===== config.mk =====
export PLATFORM = sky130hd
export DESIGN_NAME = jtframe_joyser_tx_flat
export DESIGN_NICKNAME = d
export VERILOG_FILES = /design/src/rtl/jtframe_joyser_tx_pkg.sv /design/src/rtl/jtframe_joyser_tx_if.sv /design/src/rtl/jtframe_sync_edge.sv /design/src/rtl/jtframe_joyser_tx.sv /design/src/flat_wrapper.sv
export SDC_FILE = /design/constraint.sdc
export NUM_CORES = 1
export LEC_CHECK = 0
export ABC_CLOCK_PERIOD_IN_PS = 2800
export CAP_MARGIN = 20
export CORE_MARGIN = 8
export CORE_UTILIZATION = 35
export DETAILED_ROUTE_END_ITERATION = 8
export SETUP_SLACK_MARGIN = 0.2
export SLEW_MARGIN = 20
export SYNTH_ARGS = -nofsm -noshare
export SYNTH_HDL_FRONTEND = slang
export SYNTH_SLANG_ARGS = --single-unit

===== constraint.sdc =====
create_clock -name clk -period 2.8 [get_ports clk]
set_clock_uncertainty 0.05 [all_clocks]
set_input_delay 0.28 -clock clk [delete_from_list [all_inputs] [get_ports clk]]
set_output_delay 0.28 -clock clk [all_outputs]
set_load 0.03 [all_outputs]

===== src/rtl/jtframe_joyser_tx_pkg.sv =====
// Shared definitions for the DB9 joystick shift-register link: pad bit indices,
// the order fields go out on the wire, FSM encoding and the frame-word builder.
package jtframe_joyser_tx_pkg;

    localparam logic [2:0] JOY_R  = 3'd0;
    localparam logic [2:0] JOY_L  = 3'd1;
    localparam logic [2:0] JOY_D  = 3'd2;
    localparam logic [2:0] JOY_U  = 3'd3;
    localparam logic [2:0] JOY_F1 = 3'd4;
    localparam logic [2:0] JOY_F2 = 3'd5;

    localparam int FRAME_W = 16;
    localparam int FIELD_W = 6;

    // Wire order of one player field, first entry goes out first
    localparam logic [2:0] FRAME_ORDER [FIELD_W] = '{JOY_F2, JOY_F1, JOY_R, JOY_L, JOY_D, JOY_U};

    localparam logic [1:0] ST_IDLE  = 2'd0;
    localparam logic [1:0] ST_LOAD  = 2'd1;
    localparam logic [1:0] ST_SHIFT = 2'd2;
    localparam logic [1:0] ST_DONE  = 2'd3;

    function automatic logic [FIELD_W-1:0] field_bits(input logic [FIELD_W-1:0] p);
        return {p[FRAME_ORDER[0]], p[FRAME_ORDER[1]], p[FRAME_ORDER[2]],
                p[FRAME_ORDER[3]], p[FRAME_ORDER[4]], p[FRAME_ORDER[5]]};
    endfunction

    // Pressed buttons are placed active-high then inverted, so every filler bit ends up 1
    function automatic logic [FRAME_W-1:0] frame_word(input logic [FIELD_W-1:0] p1,
                                                      input logic [FIELD_W-1:0] p2,
                                                      input int unsigned pad_bits);
        logic [FRAME_W-1:0] pressed;
        pressed = {field_bits(p1), field_bits(p2), 4'b0000} >> pad_bits;
        return ~pressed;
    endfunction

endpackage


===== src/rtl/jtframe_joyser_tx_if.sv =====
// Host-side serial link of the joystick shift-register chain.
interface jtframe_joyser_tx_if;
    logic joy_clk;
    logic joy_load;
    logic joy_data;

    modport master (output joy_clk, output joy_load, input  joy_data);
    modport slave  (input  joy_clk, input  joy_load, output joy_data);
endinterface


===== src/rtl/jtframe_sync_edge.sv =====
// Multi-stage synchroniser for an asynchronous pin with rise/fall detection
// against one extra flop behind the last stage.
module jtframe_sync_edge #(
    parameter int   STAGES  = 2,
    parameter logic RST_VAL = 1'b0
) (
    input  logic clk,
    input  logic rst,
    input  logic i_async,
    output logic o_level,
    output logic o_rise,
    output logic o_fall
);
    logic [STAGES-1:0] r_sync;
    logic              r_last;

    always_ff @(posedge clk) begin
        if (rst) begin
            r_sync <= {STAGES{RST_VAL}};
            r_last <= RST_VAL;
        end else begin
            r_sync <= {r_sync[STAGES-2:0], i_async};
            r_last <= r_sync[STAGES-1];
        end
    end

    assign o_level = r_sync[STAGES-1];
    assign o_rise  =  r_sync[STAGES-1] & ~r_last;
    assign o_fall  = ~r_sync[STAGES-1] &  r_last;
endmodule


===== src/rtl/jtframe_joyser_tx.sv =====
// Emulates the 74HC165 chain polled by the DB9 joystick reader: captures both pads
// while load is low and shifts the frame out MSB-first on host clock rises.
module jtframe_joyser_tx
    import jtframe_joyser_tx_pkg::*;
#(
    parameter int SYNC_STG = 2,
    parameter int PAD_BITS = 2,
    parameter int TOUT_W   = 16
) (
    input  logic                 clk,
    input  logic                 rst,
    jtframe_joyser_tx_if.slave   joy,
    input  logic [FIELD_W-1:0]   pad1,
    input  logic [FIELD_W-1:0]   pad2,
    output logic                 frame_done,
    output logic                 overrun,
    output logic                 link_ok
);
    if (PAD_BITS < 0 || PAD_BITS + 2*FIELD_W > FRAME_W) begin : g_bad_pad_bits
        $error("PAD_BITS must keep both fields inside the 16-bit frame");
    end
    if (SYNC_STG < 2) begin : g_bad_sync_stg
        $error("SYNC_STG must be at least 2");
    end

    logic w_jclk_lvl, w_jclk_rise, w_jclk_fall;
    logic w_load_lvl, w_load_rise, w_load_fall;
    logic w_unused;

    jtframe_sync_edge #(.STAGES(SYNC_STG), .RST_VAL(1'b0)) u_sync_clk (
        .clk     (clk),
        .rst     (rst),
        .i_async (joy.joy_clk),
        .o_level (w_jclk_lvl),
        .o_rise  (w_jclk_rise),
        .o_fall  (w_jclk_fall)
    );

    // Load idles high, so its synchroniser resets high to avoid a phantom load edge
    jtframe_sync_edge #(.STAGES(SYNC_STG), .RST_VAL(1'b1)) u_sync_load (
        .clk     (clk),
        .rst     (rst),
        .i_async (joy.joy_load),
        .o_level (w_load_lvl),
        .o_rise  (w_load_rise),
        .o_fall  (w_load_fall)
    );

    assign w_unused = &{1'b0, w_jclk_lvl, w_jclk_fall, w_load_rise};

    logic [1:0]         r_state;
    logic [FRAME_W-1:0] r_shift;
    logic [3:0]         r_bit_cnt;
    logic [TOUT_W-1:0]  r_wd_cnt;
    logic               r_frame_done;
    logic               r_overrun;
    logic               r_link_ok;
    logic               w_wd_full;
    logic               w_wd_expire;

    assign w_wd_full   = &r_wd_cnt;
    assign w_wd_expire = w_wd_full & ~w_load_fall;

    always_ff @(posedge clk) begin
        if (rst) begin
            r_state      <= ST_IDLE;
            r_shift      <= '1;
            r_bit_cnt    <= 4'd0;
            r_wd_cnt     <= '0;
            r_frame_done <= 1'b0;
            r_overrun    <= 1'b0;
            r_link_ok    <= 1'b0;
        end else begin
            r_frame_done <= 1'b0;

            // Watchdog saturates instead of wrapping, so a dead host stays flagged
            if (w_load_fall) begin
                r_wd_cnt  <= '0;
                r_link_ok <= 1'b1;
            end else if (!w_wd_full) begin
                r_wd_cnt  <= r_wd_cnt + 1'b1;
            end else begin
                r_link_ok <= 1'b0;
            end

            if (w_wd_expire) begin
                r_state <= ST_IDLE;
            end else if (!w_load_lvl) begin
                // Transparent parallel load, outranking any shift clock
                r_state   <= ST_LOAD;
                r_shift   <= frame_word(pad1, pad2, PAD_BITS);
                r_bit_cnt <= 4'd0;
                r_overrun <= 1'b0;
            end else begin
                case (r_state)
                    ST_IDLE: r_state <= ST_IDLE;
                    ST_LOAD: r_state <= ST_SHIFT;
                    ST_SHIFT: begin
                        if (w_jclk_rise) begin
                            r_shift   <= {r_shift[FRAME_W-2:0], 1'b1};
                            r_bit_cnt <= r_bit_cnt + 4'd1;
                            if (r_bit_cnt == 4'd15) begin
                                r_state      <= ST_DONE;
                                r_frame_done <= 1'b1;
                            end
                        end
                    end
                    ST_DONE: begin
                        if (w_jclk_rise) begin
                            r_overrun <= 1'b1;
                        end
                    end
                    default: r_state <= ST_IDLE;
                endcase
            end
        end
    end

    assign joy.joy_data = (r_state == ST_LOAD || r_state == ST_SHIFT) ? r_shift[FRAME_W-1] : 1'b1;
    assign frame_done   = r_frame_done;
    assign overrun      = r_overrun;
    assign link_ok      = r_link_ok;
endmodule


===== src/flat_wrapper.sv =====
// flat-port wrapper written by rule: the top's interface ports become plain ports
module jtframe_joyser_tx_flat import jtframe_joyser_tx_pkg::*;
#(
    parameter int SYNC_STG = 2,
    parameter int PAD_BITS = 2,
    parameter int TOUT_W   = 16
)
  (clk, rst, pad1, pad2, frame_done, overrun, link_ok, joy_joy_clk, joy_joy_load, joy_joy_data);
  jtframe_joyser_tx_if joy_i ();
  input  logic clk;
  input  logic rst;
  input  logic [FIELD_W-1:0] pad1;
  input  logic [FIELD_W-1:0] pad2;
  output logic frame_done;
  output logic overrun;
  output logic link_ok;
  input wire logic [$bits(joy_i.joy_clk)-1:0] joy_joy_clk;
  input wire logic [$bits(joy_i.joy_load)-1:0] joy_joy_load;
  output wire logic [$bits(joy_i.joy_data)-1:0] joy_joy_data;
  assign joy_i.joy_clk = joy_joy_clk;
  assign joy_i.joy_load = joy_joy_load;
  assign joy_joy_data = joy_i.joy_data;
  jtframe_joyser_tx #(.SYNC_STG(SYNC_STG), .PAD_BITS(PAD_BITS), .TOUT_W(TOUT_W)) u_core (.clk(clk), .rst(rst), .joy(joy_i), .pad1(pad1), .pad2(pad2), .frame_done(frame_done), .overrun(overrun), .link_ok(link_ok));
endmodule

Yosys cells after proc, flatten, opt, wreduce, memory -nomap -nowiden
Index checks and enable logic that the tools add are counted.
- register bits: 47
- latch bits: 0
- bits in writable memories: 0
- memory bits (read-only): 0
- output and inout bits: 4
- memories kept: 0
- add/subtract/negate cells: 2
- multipliers: 0
- div/mod/pow operators: 0
- $lt $le $gt $ge: 0
- equality and inequality tests: 12
- shift-type cells: 0
- mux-type cells: 17
- bitwise logic cells: 10
- reduce and logical (&&, ||, !) cells: 13
- operators by type and width (operator ; count):
    $mux W16 ; 3
    $add A16 B1 Y16 const B ; 1
    $not A14 Y16 ; 1
    $reduce_and A16 Y1 ; 1
    $mux W4 ; 3
    $reduce_and A3 Y1 ; 4
    $mux W1 ; 8
    $ne A2 B1 Y1 const B ; 4
    $not A1 Y1 ; 6
    $pmux W2 S3 ; 1
    $reduce_or A5 Y1 ; 1
    $add A4 B1 Y4 const B ; 1
    $eq A2 B2 Y1 const B ; 2
    $eq A4 B4 Y1 const B ; 1
    $mux W2 ; 2
    $ne A4 B1 Y1 const B ; 1
    $reduce_or A2 Y1 ; 2
    $and A1 B1 Y1 ; 3
    $ne A3 B2 Y1 const B ; 1
    $ne A3 B3 Y1 const B ; 1
    $reduce_bool A3 Y1 ; 1
    $reduce_or A3 Y1 ; 1
    $eq A2 B1 Y1 const B ; 1
    $logic_not A2 Y1 ; 1
    other kinds (3) ; 3

Depth between registers and ports, before layout
Gate-level depths: netlist of run 1.
- depth after elaboration: 6
- mapped depth: 8

Hierarchy
Synthesis of run 1 repeated with hierarchy kept, for this count alone.
- cell total of the unflattened synthesis: 246
- area, all modules: 2313.5 um^2
- modules (own cells, without submodules) (module ; times used ; cells an instance ; area each (um^2) ; seq. area each (um^2)):
    jtframe_joyser_tx ; 1 ; 230 ; 2129.5 ; 780.7
    jtframe_sync_edge (u_core.u_sync_load) ; 1 ; 8 ; 92.6 ; 60.1
    jtframe_sync_edge (u_core.u_sync_clk) ; 1 ; 8 ; 91.3 ; 60.1

Least setup slack after synthesis of run 1
Ideal clock, no wire load.
- kind: register to register
- from: reg u_core.r_wd_cnt[0]
- to: reg u_core.r_shift[12]
- library setup time: 0.122 ns
- arrival time: 1.695 ns
- data required time: 2.628 ns
- setup slack: 0.933 ns
- stages on the path, launching flop included: 7
- path buffers: 1
- cells stage by stage: dfxtp_1 ha_1 nand3_1 nor4_4 nand2_2 buf_6 a221o_1
- word-level cells in the longest chain between the ends: 4
- ends and longest elaborated chain (what ; line ; RTL):
    start, declared ; jtframe_joyser_tx.sv:54 ; logic [TOUT_W-1:0] r_wd_cnt;
    start signal, assigned ; jtframe_joyser_tx.sv:81 ; r_wd_cnt <= r_wd_cnt + 1'b1;
    $reduce_and A16 Y1 ; jtframe_joyser_tx.sv:61 ; assign w_wd_full = &r_wd_cnt;
    $and A1 B1 Y1 ; jtframe_joyser_tx.sv:62 ; assign w_wd_expire = w_wd_full & ~w_load_fall;
    $not A1 Y1 (no line) ; - ;
    $reduce_and A3 Y1 (no line) ; - ;
    end signal, assigned ; jtframe_joyser_tx.sv:91 ; r_shift <= frame_word(pad1, pad2, PAD_BITS);
    end signal, assigned ; jtframe_joyser_tx.sv:100 ; r_shift <= {r_shift[FRAME_W-2:0], 1'b1};
    end, declared ; jtframe_joyser_tx.sv:52 ; logic [FRAME_W-1:0] r_shift;
No other way between the ends.
A chain may end at the register's enable or synchronous reset.

Worst setup path in the final report of run 1
- from: reg u_core.r_wd_cnt[0]
- to: reg u_core.r_bit_cnt[2]
- word-level cells in the longest chain between the ends: 4
- ends and longest elaborated chain (what ; line ; RTL):
    $reduce_and A16 Y1 ; jtframe_joyser_tx.sv:61 ;
    $and A1 B1 Y1 ; jtframe_joyser_tx.sv:62 ;
    $not A1 Y1 (no line) ; - ;
    $reduce_and A3 Y1 (no line) ; - ;
    end signal, assigned ; jtframe_joyser_tx.sv:101 ; r_bit_cnt <= r_bit_cnt + 4'd1;
    end, declared ; jtframe_joyser_tx.sv:53 ; logic [3:0] r_bit_cnt;
No other way between the ends.

==> flow_metrics.py, run 1 <==
metrics = {
    "critical_path": {
        "cp_slowest_stage_delay_ns": 0.72,
        "rrSetupSlack_ns": 0.65,
        "worstPathMaxFanout": 10,
        "r2r_end": "u_core.r_bit_cnt[2]$_SDFFE_PP0P_",
        "endpoint": "u_core.r_bit_cnt[2]$_SDFFE_PP0P_",
        "start_kind": "flop",
        "worst-setup-path-type": "flop to flop",
        "reg2regPathDepth": 5,
        "cp_slowest_cell": "or4_1",
        "setup.worst_path.end_class": "flop",
        "crit_cells": 5,
        "path_delay_family": "simple AND/OR/NAND/NOR gates",
        "crit_required_ns": 2.94,
        "worstPathArrival_ns": 2.29,
        "worstPathCellList": "ha_1, nand3_1, or4_1, a41oi_1, o31ai_1",
        "timing.rr.start": "u_core.r_wd_cnt[0]$_SDFFE_PP0N_",
        "worstSetupStartpoint": "u_core.r_wd_cnt[0]$_SDFFE_PP0N_",
        "path_buf_inv": 0,
    },
    "floorplan": {
        "die_w_microns": 94.26,
        "die_area_sq_mm": 0.008884,
        "floorplan.initialDensity_pct": 36.20,
        "core_area_sq_mm": 0.005921,
        "ios": 20,
        "die_h_microns": 94.26,
        "rows": 28,
    },
    "route": {
        "dr.pass1.iters": 4,
        "vias": 1851,
        "ant_nets": 0,
        "drtIter0Drc": 65,
        "drc": 0,
        "wirelength_microns": 4739,
        "viasPerCell": 5.509,
        "wire_per_inst_microns": 14.10,
    },
    "clock_tree": {
        "clkLatencyLatePin_ns": 0.30,
        "hold_buffers": 0,
        "clock_sinks": 45,
        "cts_tree": "done",
        "root_buffer": "clkbuf_8",
        "htreeDepth": 2,
        "clk_pin_slew_ns": 0.09,
        "cts_made_buffers": 5,
        "cts_resized": 0,
        "cts_setup_buffers": 0,
        "clk_path_buf_depth": 2,
    },
    "synthesis": {
        "ys_top_cells_by_area": "dfxtp_1 42%, a221o_1 5.1%, o21ai_0 4.9%, nand3_1 4.4%, a21oi_1 4.2%",
        "yosysMostFrequentCell": "dfxtp_1",
        "syn-num-nets": 264,
        "yosysUniqueCellTypes": 47,
        "netlist_area_sq_mm": 0.002143,
        "synth.top_cell.area_share_pct": 42.03,
        "synth_edf_count": 0,
        "synthTopCellsByCount": "45 x dfxtp_1, 21 x o21ai_0, 19 x nand3_1",
        "synth-seq-cells": 45,
        "syn_inst": 242,
        "ys_seq_area_share_pct": 42.03,
        "synth.avg_cell_area_sq_um": 8.857,
        "async_flop_share_pct": 0,
        "synth_largest_area_cell": "dfxtp_1",
        "yosys_warnings": 0,
        "synth_ff_type": "dfxtp_1",
    },
    "finish": {
        "seq_area_sq_um": 900.9,
        "fin_util_pct": 42.52,
        "fillers": 600,
        "drive_gt1_share_pct": 9.195,
        "nNetsFinal": 282,
        "fin_area_sq_mm": 0.002517,
        "multiInputGateArea_sq_mm": 0.001150,
        "syn_to_final_growth_pct": 17.45,
        "diodes": 0,
    },
    "power_and_ir_drop": {
        "p_leak_nw": 0.8460,
        "powerDensity_mw_per_mm2": 502.3,
        "ir_worst_vdd_v": 0.0002395,
        "finalPower_mw": 1.265,
    },
    "placed_design": {
        "portBuffers": 19,
        "gp_congestion": 0.7696,
        "place_area_sq_mm": 0.002402,
        "dp_hpwl_microns": 3217,
    },
    "status": {
        "status": "finished clean",
    },
    "grt": {
        "overflow": 0,
        "gr-usage-all-layers_pct": 11.32,
        "grtUsageMet2_pct": 16.63,
        "gr-usage-met3_pct": 2.638,
        "grt_pass1_vias": 1705,
        "grt_max_degree": 30,
        "grt_pass1_wl_microns": 8176,
        "grtUsageMet1_pct": 15.36,
        "antenna_found_initial": 0,
        "gr-max-usage-layer": "met2",
    },
    "sta": {
        "grt_setup_unrepaired": "no",
        "slew_headroom_pct": 58.76,
        "final.setup.tns_ns": 0,
        "setup_viol": 0,
        "slew_viol_final": 0,
        "worstMarginPinSlew_ns": 0.6186,
        "fin_crit_sh_pct": 76.79,
        "period_needed_ns": 2.150,
        "max_freq_mhz": 465.1,
        "hold_viol": 0,
        "whs_ns": 0.3640,
    },
    "hold_path": {
        "worstHoldPathType": "flop to flop",
        "min_from": "u_core.u_sync_load.r_sync[0]$_SDFF_PP1_",
    },
    "run": {
        "maxCapViolations": 0,
    },
}
-- worst min path at each step --
stage,to,cells past startpoint,slack [ns]
final,u_core.u_sync_load.r_sync[1]$_SDFF_PP1_,1,0.36
after global routing,u_core.u_sync_load.r_sync[1]$_SDFF_PP1_,1,0.39
after CTS,u_core.u_sync_load.r_sync[1]$_SDFF_PP1_,1,0.37
after detailed placement,u_core.u_sync_load.r_sync[1]$_SDFF_PP1_,1,0.35
after global placement,u_core.u_sync_load.r_sync[1]$_SDFF_PP1_,1,0.34
after floorplan,u_core.u_sync_load.r_sync[0]$_SDFF_PP1_,1,0.33
-- routing by layer --
metal  vias up  share of wire (%)
met3         6                2.9
met4         0                1.6
met5         -                  0
met2        34                 44
met1       866                 51
li1        945                  -
-- cell type report --
type	count	area share [%]
clock buffer	5	2.734
clock inverter	3	1.839
inverter	8	1.193
multi-input combinational	176	45.68
sequential	45	35.79
tap	75	3.728
timing repair buffer	24	9.046
-- state kept, by name (all words and copies together), names as in the netlist --
signal,count
u_core.r_wd_cnt,16
u_core.r_state,2
u_core.r_shift,14
u_core.u_sync_clk.r_last,1
u_core.link_ok,1
u_core.u_sync_clk.r_sync,2
u_core.overrun,1
u_core.r_bit_cnt,4
u_core.frame_done,1
u_core.u_sync_load.r_last,1
u_core.u_sync_load.r_sync,2
-- stage by stage --
step           cells  setup WS (ns)
3_5_place_dp     328         0.6697
4_1_cts          336         0.6121
6_report         336         0.6499
2_1_floorplan    242         0.9328
5_1_grt          336         0.5431
3_3_place_gp     328         0.7394
-- cells by family after synthesis --
group / synth area share (%)
xor+xnor: 0.4087
compound gates: 23.24
flops: 42.03
buf+inv: 4.320
mux: 0.5254
simple gates: 25.98
fa+ha+maj: 3.503
-- cells in the final DEF, fill, tap and decap left out, types with 2 or more instances in the layout --
master	count
a221o_1	11
o41ai_1	2
or3_1	10
o311ai_0	2
or4_1	4
nand3_1	19
or2_1	2
nor3_1	7
o21ai_0	21
and2_1	2
ha_1	6
dfxtp_1	45
a21oi_1	18
nor2b_1	5
nand4_2	2
clkbuf_8	5
nor2_1	13
o31ai_1	7
clkdlybuf4s50_1	19
buf_4	5
a211oi_1	2
inv_1	8
or2_2	2
nand2b_1	6
nand4_1	4
o21ai_1	2
nand2_1	10
-- power by group --
group          leakage [nW]  internal [mW]  switching [mW]  total (mW)
clock                0.0543          0.267           0.237       0.504
combinational         0.425         0.0464          0.0440      0.0904
sequential            0.366          0.658          0.0120       0.670
total                 0.846          0.972           0.293        1.26
Note: power is estimated with default switching activity, not from simulation.
==> run 2, diff against run 1 <==
--- a/config.mk
+++ b/config.mk
@@ -5,7 +5,7 @@
 export SDC_FILE = /design/constraint.sdc
 export NUM_CORES = 1
 export LEC_CHECK = 0
-export ABC_CLOCK_PERIOD_IN_PS = 2800
+export ABC_CLOCK_PERIOD_IN_PS = 1800
 export CAP_MARGIN = 20
 export CORE_MARGIN = 8
 export CORE_UTILIZATION = 35
==> constraint.sdc (replaced) <==
create_clock -name clk -period 1.8 [get_ports clk]
set_clock_uncertainty 0.05 [all_clocks]
set_input_delay 0.18 -clock clk [delete_from_list [all_inputs] [get_ports clk]]
set_output_delay 0.18 -clock clk [all_outputs]
set_load 0.03 [all_outputs]
==> run 2 against run 1 <==
Sequential share of layout area is 3.3 points lower; sequential cell count unchanged; clock power rose by 24%; setup slack got worse by 0.53 ns; critical endpoint unchanged; largest cell class unchanged; highest routed layer unchanged.
==> flow_metrics.py, run 2 (synthesis gave the netlist of run 1 again) <==
metrics = {
    "floorplan": {
        "rows": 28,
        "die_w_microns": 94.26,
        "die_h_microns": 94.26,
        "core_area_sq_mm": 0.005921,
        "die_area_sq_mm": 0.008884,
        "ios": 20,
        "floorplan.initialDensity_pct": 36.20,
    },
    "sta": {
        "hold_viol": 0,
        "slew_headroom_pct": 74.45,
        "setup_ws_ns": 0.1158,
        "slew_viol_final": 0,
        "max_freq_mhz": 593.7,
        "worstMarginPinSlew_ns": 0.3792,
        "setup_viol": 0,
        "final.setup.tns_ns": 0,
        "period_needed_ns": 1.684,
        "fin_crit_sh_pct": 93.57,
        "grt_setup_unrepaired": "yes",
        "whs_ns": 0.3642,
    },
    "finish": {
        "fin_area_sq_mm": 0.002883,
        "nNetsFinal": 310,
        "reg.largest.list": "u_core.r_wd_cnt: 16 flops, u_core.r_shift: 14 flops, u_core.r_bit_cnt: 4 flops",
        "regMostFlops": "u_core.r_wd_cnt",
        "largest_register_ffs": 16,
        "final_cell_mix": "32 x dfxtp_1, 26 x buf_4, 19 x o21ai_0",
        "syn_to_final_growth_pct": 34.50,
        "diodes": 0,
        "final_common_cell": "dfxtp_1",
        "drive_gt1_share_pct": 27.34,
        "fin_util_pct": 48.69,
    },
    "grt": {
        "gr-usage-all-layers_pct": 11.91,
        "antenna_found_initial": 0,
        "grt_max_degree": 34,
        "grt_pass1_vias": 1793,
        "grt_pass1_wl_microns": 8493,
        "overflow": 0,
    },
    "clock_tree": {
        "cts_made_buffers": 5,
        "root_buffer": "clkbuf_8",
        "clock_sinks": 45,
        "hold_buffers": 0,
        "clkLatencyLatePin_ns": 0.30,
        "cts_tree": "done",
        "clk_pin_slew_ns": 0.09,
        "clk_path_buf_depth": 2,
        "htreeDepth": 2,
    },
    "critical_path": {
        "worst-setup-path-type": "flop to flop",
        "path_buf_inv": 1,
        "worstPathArrival_ns": 1.82,
        "worstPathCellList": "nand4_4, or4_4, buf_6, a41oi_2, o31ai_1",
        "worstSetupStartpoint": "u_core.r_wd_cnt[3]$_SDFFE_PP0N_",
        "path_delay_family": "simple AND/OR/NAND/NOR gates",
        "crit_cells": 5,
        "cp_slowest_stage_delay_ns": 0.56,
        "crit_required_ns": 1.93,
        "rrSetupSlack_ns": 0.12,
        "cp_slowest_cell": "or4_4",
        "setup.worst_path.end_class": "flop",
        "worstPathMaxFanout": 10,
        "reg2regPathDepth": 5,
        "timing.rr.start": "u_core.r_wd_cnt[3]$_SDFFE_PP0N_",
        "endpoint": "u_core.r_bit_cnt[2]$_SDFFE_PP0P_",
        "start_kind": "flop",
        "r2r_end": "u_core.r_bit_cnt[2]$_SDFFE_PP0P_",
    },
    "placed_design": {
        "portBuffers": 19,
        "place_area_sq_mm": 0.002584,
        "pre_cts_slack_ns": 0.06892,
        "dp_hpwl_microns": 3309,
        "gp_congestion": 0.8123,
    },
    "route": {
        "wirelength_microns": 5196,
        "drtIter0Drc": 101,
        "vias": 1989,
        "dr.pass1.iters": 4,
        "ant_nets": 0,
        "wire_per_inst_microns": 14.27,
        "viasPerCell": 5.464,
        "drc": 0,
    },
    "power_and_ir_drop": {
        "p_seq_share_pct": 56.5,
        "switchingPower_uw": 451.7,
        "p_sw_share_pct": 24.68,
        "power_frac_comb_pct": 9.4,
        "power_frac_clock_pct": 34.1,
        "ir_worst_vdd_v": 0.0004021,
        "p_leak_nw": 1.049,
        "internal-power_mw": 1.379,
        "powerDensity_mw_per_mm2": 635.0,
    },
    "status": {
        "status": "finished clean",
    },
    "run": {
        "maxCapViolations": 0,
    },
    "hold_path": {
        "worstHoldPathType": "flop to flop",
    },
}
## run 2: changes by cell type in the layout (fill, tap and decap cells not counted), moves of 3 or more
| cell | previous run | this run |
|---|---|---|
| dfxtp_2 | 0 | 5 |
| clkdlybuf4s50_1 | 19 | 16 |
| buf_12 | 0 | 3 |
| dfxtp_4 | 0 | 8 |
| buf_6 | 0 | 4 |
| buf_4 | 5 | 26 |
| dfxtp_1 | 45 | 32 |
## run 2: worst min path at each step
| stage | cells past startpoint | startpoint | end |
|---|---|---|---|
| 3_3_place_gp | 1 | u_core.u_sync_load.r_sync[0]$_SDFF_PP1_ | u_core.u_sync_load.r_sync[1]$_SDFF_PP1_ |
| 5_1_grt | 2 | joy_joy_clk | u_core.u_sync_clk.r_sync[0]$_SDFF_PP0_ |
| 6_report | 1 | u_core.u_sync_load.r_sync[0]$_SDFF_PP1_ | u_core.u_sync_load.r_sync[1]$_SDFF_PP1_ |
| 4_1_cts | 1 | u_core.u_sync_load.r_sync[0]$_SDFF_PP1_ | u_core.u_sync_load.r_sync[1]$_SDFF_PP1_ |
| 3_5_place_dp | 1 | u_core.u_sync_load.r_sync[0]$_SDFF_PP1_ | u_core.u_sync_load.r_sync[1]$_SDFF_PP1_ |
| 2_1_floorplan | 1 | joy_joy_load | u_core.u_sync_load.r_sync[0]$_SDFF_PP1_ |
## run 2: per-stage QoR
stage	instances	power, mW
after CTS	356	1.856
after global placement	339	1.221
after floorplan	242	1.150
final	364	1.831
after detailed placement	339	1.222
after global routing	364	1.920
## run 2: what timing repair did
item / 4_1_cts / 5_1_grt
endpoints found under the setup margin: 25 / 35
resized for setup: 14 / 20
pin swaps: 6 / 11
gates cloned: 0 / 1
setup buffers: 9 / 7
## run 2: power by group through the flow
stage | clock [mW] | combinational, mW | sequential, mW
floorplan | 0 | 0.0856 | 1.06
detailed placement | 0 | 0.157 | 1.07
CTS | 0.651 | 0.169 | 1.04
global route | 0.692 | 0.190 | 1.04
finish | 0.624 | 0.172 | 1.03
global placement | 0 | 0.156 | 1.06
## run 2: cell type report
type                            instances  area [sq um]
Tap cell                               75         93.84
Multi-Input combinational cell        176          1250
Clock inverter                          3         16.27
Timing Repair Buffer                   52         486.7
Fill cell                             583          3038
Clock buffer                            5         68.82
Inverter                                8         30.03
Sequential cell                        45         937.1
## run 2: worst reg2reg max path, cell delays in order (launching register included)
cell,delay (ns)
dfxtp_4,0.39
nand4_4,0.14
or4_4,0.56
buf_6,0.16
a41oi_2,0.17
o31ai_1,0.10
## run 2: metal layers
| layer | wire, microns | up-vias | track usage (%) |
|---|---|---|---|
| li1 | - | 1006 | - |
| met5 | 0 | - | 0 |
| met1 | 2592 | 944 | 15.97 |
| met3 | 169 | 7 | 2.558 |
| met2 | 2325 | 32 | 17.56 |
| met4 | 108 | 0 | 5.680 |
==> run 3, diff against run 2 <==
--- a/config.mk
+++ b/config.mk
@@ -15,3 +15,4 @@
 export SYNTH_ARGS = -nofsm -noshare
 export SYNTH_HDL_FRONTEND = slang
 export SYNTH_SLANG_ARGS = --single-unit
+export TNS_END_PERCENT = 50
==> run 3 against run 2 <==
Global-route usage unchanged; setup slack gained 0.010 ns; final cell count unchanged; utilization down 0.38 points; combinational power is essentially flat; critical endpoint unchanged; highest routed layer unchanged.
==> flow_metrics.py, run 3 (synthesis gave the netlist of run 1 again) <==
metrics = {
    "clock_tree": {
        "cts_tree": "done",
        "clk_pin_slew_ns": 0.08,
        "clock_sinks": 45,
        "root_buffer": "clkbuf_8",
        "hold_buffers": 0,
        "clk_path_buf_depth": 2,
        "cts_made_buffers": 5,
        "clkLatencyLatePin_ns": 0.30,
        "htreeDepth": 2,
    },
    "power_and_ir_drop": {
        "power_frac_comb_pct": 9.3,
        "ir_worst_vdd_v": 0.0003992,
        "p_seq_share_pct": 56.6,
        "p_sw_share_pct": 24.59,
        "finalPower_mw": 1.828,
        "powerDensity_mw_per_mm2": 639.1,
        "switchingPower_uw": 449.5,
        "p_leak_nw": 1.022,
        "power_frac_clock_pct": 34.1,
        "internal-power_mw": 1.378,
    },
    "finish": {
        "syn_to_final_growth_pct": 33.45,
        "final_common_cell": "dfxtp_1",
        "fin_area_sq_mm": 0.002860,
        "final_cell_mix": "32 x dfxtp_1, 28 x buf_4, 20 x o21ai_0",
        "nNetsFinal": 310,
        "regMostFlops": "u_core.r_wd_cnt",
        "largest_register_ffs": 16,
        "diodes": 0,
        "reg.largest.list": "u_core.r_wd_cnt: 16 flops, u_core.r_shift: 14 flops, u_core.r_bit_cnt: 4 flops",
        "drive_gt1_share_pct": 26.30,
    },
    "critical_path": {
        "crit_required_ns": 1.93,
        "path_buf_inv": 1,
        "worstPathCellList": "nand4_4, or4_4, buf_6, a41oi_2, o31ai_1",
        "r2r_end": "u_core.r_bit_cnt[2]$_SDFFE_PP0P_",
        "worstSetupStartpoint": "u_core.r_wd_cnt[3]$_SDFFE_PP0N_",
        "worst-setup-path-type": "flop to flop",
        "timing.rr.start": "u_core.r_wd_cnt[3]$_SDFFE_PP0N_",
        "crit_cells": 5,
        "path_delay_family": "simple AND/OR/NAND/NOR gates",
        "start_kind": "flop",
        "rrSetupSlack_ns": 0.13,
        "cp_slowest_stage_delay_ns": 0.55,
        "setup.worst_path.end_class": "flop",
        "cp_slowest_cell": "or4_4",
        "worstPathArrival_ns": 1.81,
        "reg2regPathDepth": 5,
        "worstPathMaxFanout": 10,
    },
    "floorplan": {
        "ios": 20,
        "core_area_sq_mm": 0.005921,
        "floorplan.initialDensity_pct": 36.20,
        "die_w_microns": 94.26,
        "die_h_microns": 94.26,
        "rows": 28,
        "die_area_sq_mm": 0.008884,
    },
    "route": {
        "wire_per_inst_microns": 14.18,
        "viasPerCell": 5.448,
        "dr.pass1.iters": 4,
        "drc": 0,
        "vias": 1983,
        "ant_nets": 0,
        "wirelength_microns": 5160,
        "drtIter0Drc": 91,
    },
    "sta": {
        "setup_ws_ns": 0.1262,
        "grt_setup_unrepaired": "yes",
        "slew_viol_final": 0,
        "worstMarginPinSlew_ns": 0.4672,
        "setup_viol": 0,
        "fin_crit_sh_pct": 92.99,
        "hold_viol": 0,
        "slew_headroom_pct": 68.61,
        "period_needed_ns": 1.674,
        "max_freq_mhz": 597.4,
        "final.setup.tns_ns": 0,
        "whs_ns": 0.3712,
    },
    "hold_path": {
        "holdPathEnd": "u_core.u_sync_load.r_sync[1]$_SDFF_PP1_",
        "worstHoldPathType": "flop to flop",
        "holdPathStages": 1,
        "min_from": "u_core.u_sync_load.r_sync[0]$_SDFF_PP1_",
    },
    "grt": {
        "grt_pass1_wl_microns": 8493,
        "antenna_found_initial": 0,
        "grt_max_degree": 34,
        "grt_pass1_vias": 1793,
        "gr-usage-all-layers_pct": 11.91,
        "overflow": 0,
    },
    "placed_design": {
        "pre_cts_slack_ns": 0.06892,
        "dp_hpwl_microns": 3309,
        "place_area_sq_mm": 0.002584,
        "gp_congestion": 0.8123,
        "portBuffers": 19,
    },
    "run": {
        "maxCapViolations": 0,
    },
    "status": {
        "status": "finished clean",
    },
}
[run 3: changes by cell type in the layout (fill, tap and decap cells not counted)]
cell,change
clkdlybuf4s50_1,+2
buf_6,-2
o21ai_1,-1
or3_1,+1
o21ai_0,+1
buf_4,+2
or3_4,-1
nor3_1,+1
dlygate4sd2_1,-1
dlymetal6s2s_1,-1
a21oi_1,+1
a21oi_2,-1
nor3_2,-1
[run 3: how the worst max path moves through the flow]
stage / endpoint / slack, ns
2_1_floorplan: u_core.r_bit_cnt[2]$_SDFFE_PP0P_ / 0.20
5_1_grt: u_core.r_shift[5]$_SDFFE_PP1P_ / 0.04
6_report: u_core.r_bit_cnt[2]$_SDFFE_PP0P_ / 0.13
3_3_place_gp: joy_joy_data / 0.10
3_5_place_dp: u_core.r_bit_cnt[2]$_SDFFE_PP0P_ / 0.07
4_1_cts: u_core.r_bit_cnt[2]$_SDFFE_PP0P_ / 0.13
[run 3: through the flow]
stage	std cells	utilization [%]
2_1_floorplan	242	-
3_3_place_gp	339	43.64
3_5_place_dp	339	43.64
4_1_cts	356	46.94
5_1_grt	364	48.31
6_report	364	48.31
[run 3: area by class of cell]
type	instances	area [sq um]
well taps	75	93.84
multi-input cells	176	1236
inverters	8	30.03
clock inverters	3	16.27
clock buffers	5	68.82
flip-flops and latches	45	937.1
fillers	584	3060
repair buffers	52	478.0
[run 3: power by group through the flow]
stage / logic (mW) / registers [mW] / clock network, mW
detailed placement: 0.157 / 1.07 / 0
global placement: 0.156 / 1.06 / 0
CTS: 0.169 / 1.04 / 0.651
floorplan: 0.0856 / 1.06 / 0
finish: 0.171 / 1.03 / 0.623
global route: 0.188 / 1.04 / 0.690
[run 3: timing repair]
| action | 4_1_cts | 5_1_grt |
|---|---|---|
| gates cloned | 0 | 1 |
| resized for setup | 13 | 13 |
| setup endpoints to repair | 25 | 36 |
| buffers inserted | 9 | 7 |
| pin swaps | 6 | 8 |
[run 3: layer usage]
metal	up-vias	wire length [microns]	part of all wire, %	track usage, %
met5	-	0	0	0
met4	0	93	1.8	5.680
met3	5	241	4.7	2.558
met2	44	2312	45	17.56
met1	927	2512	49	15.97
li1	1007	-	-	-
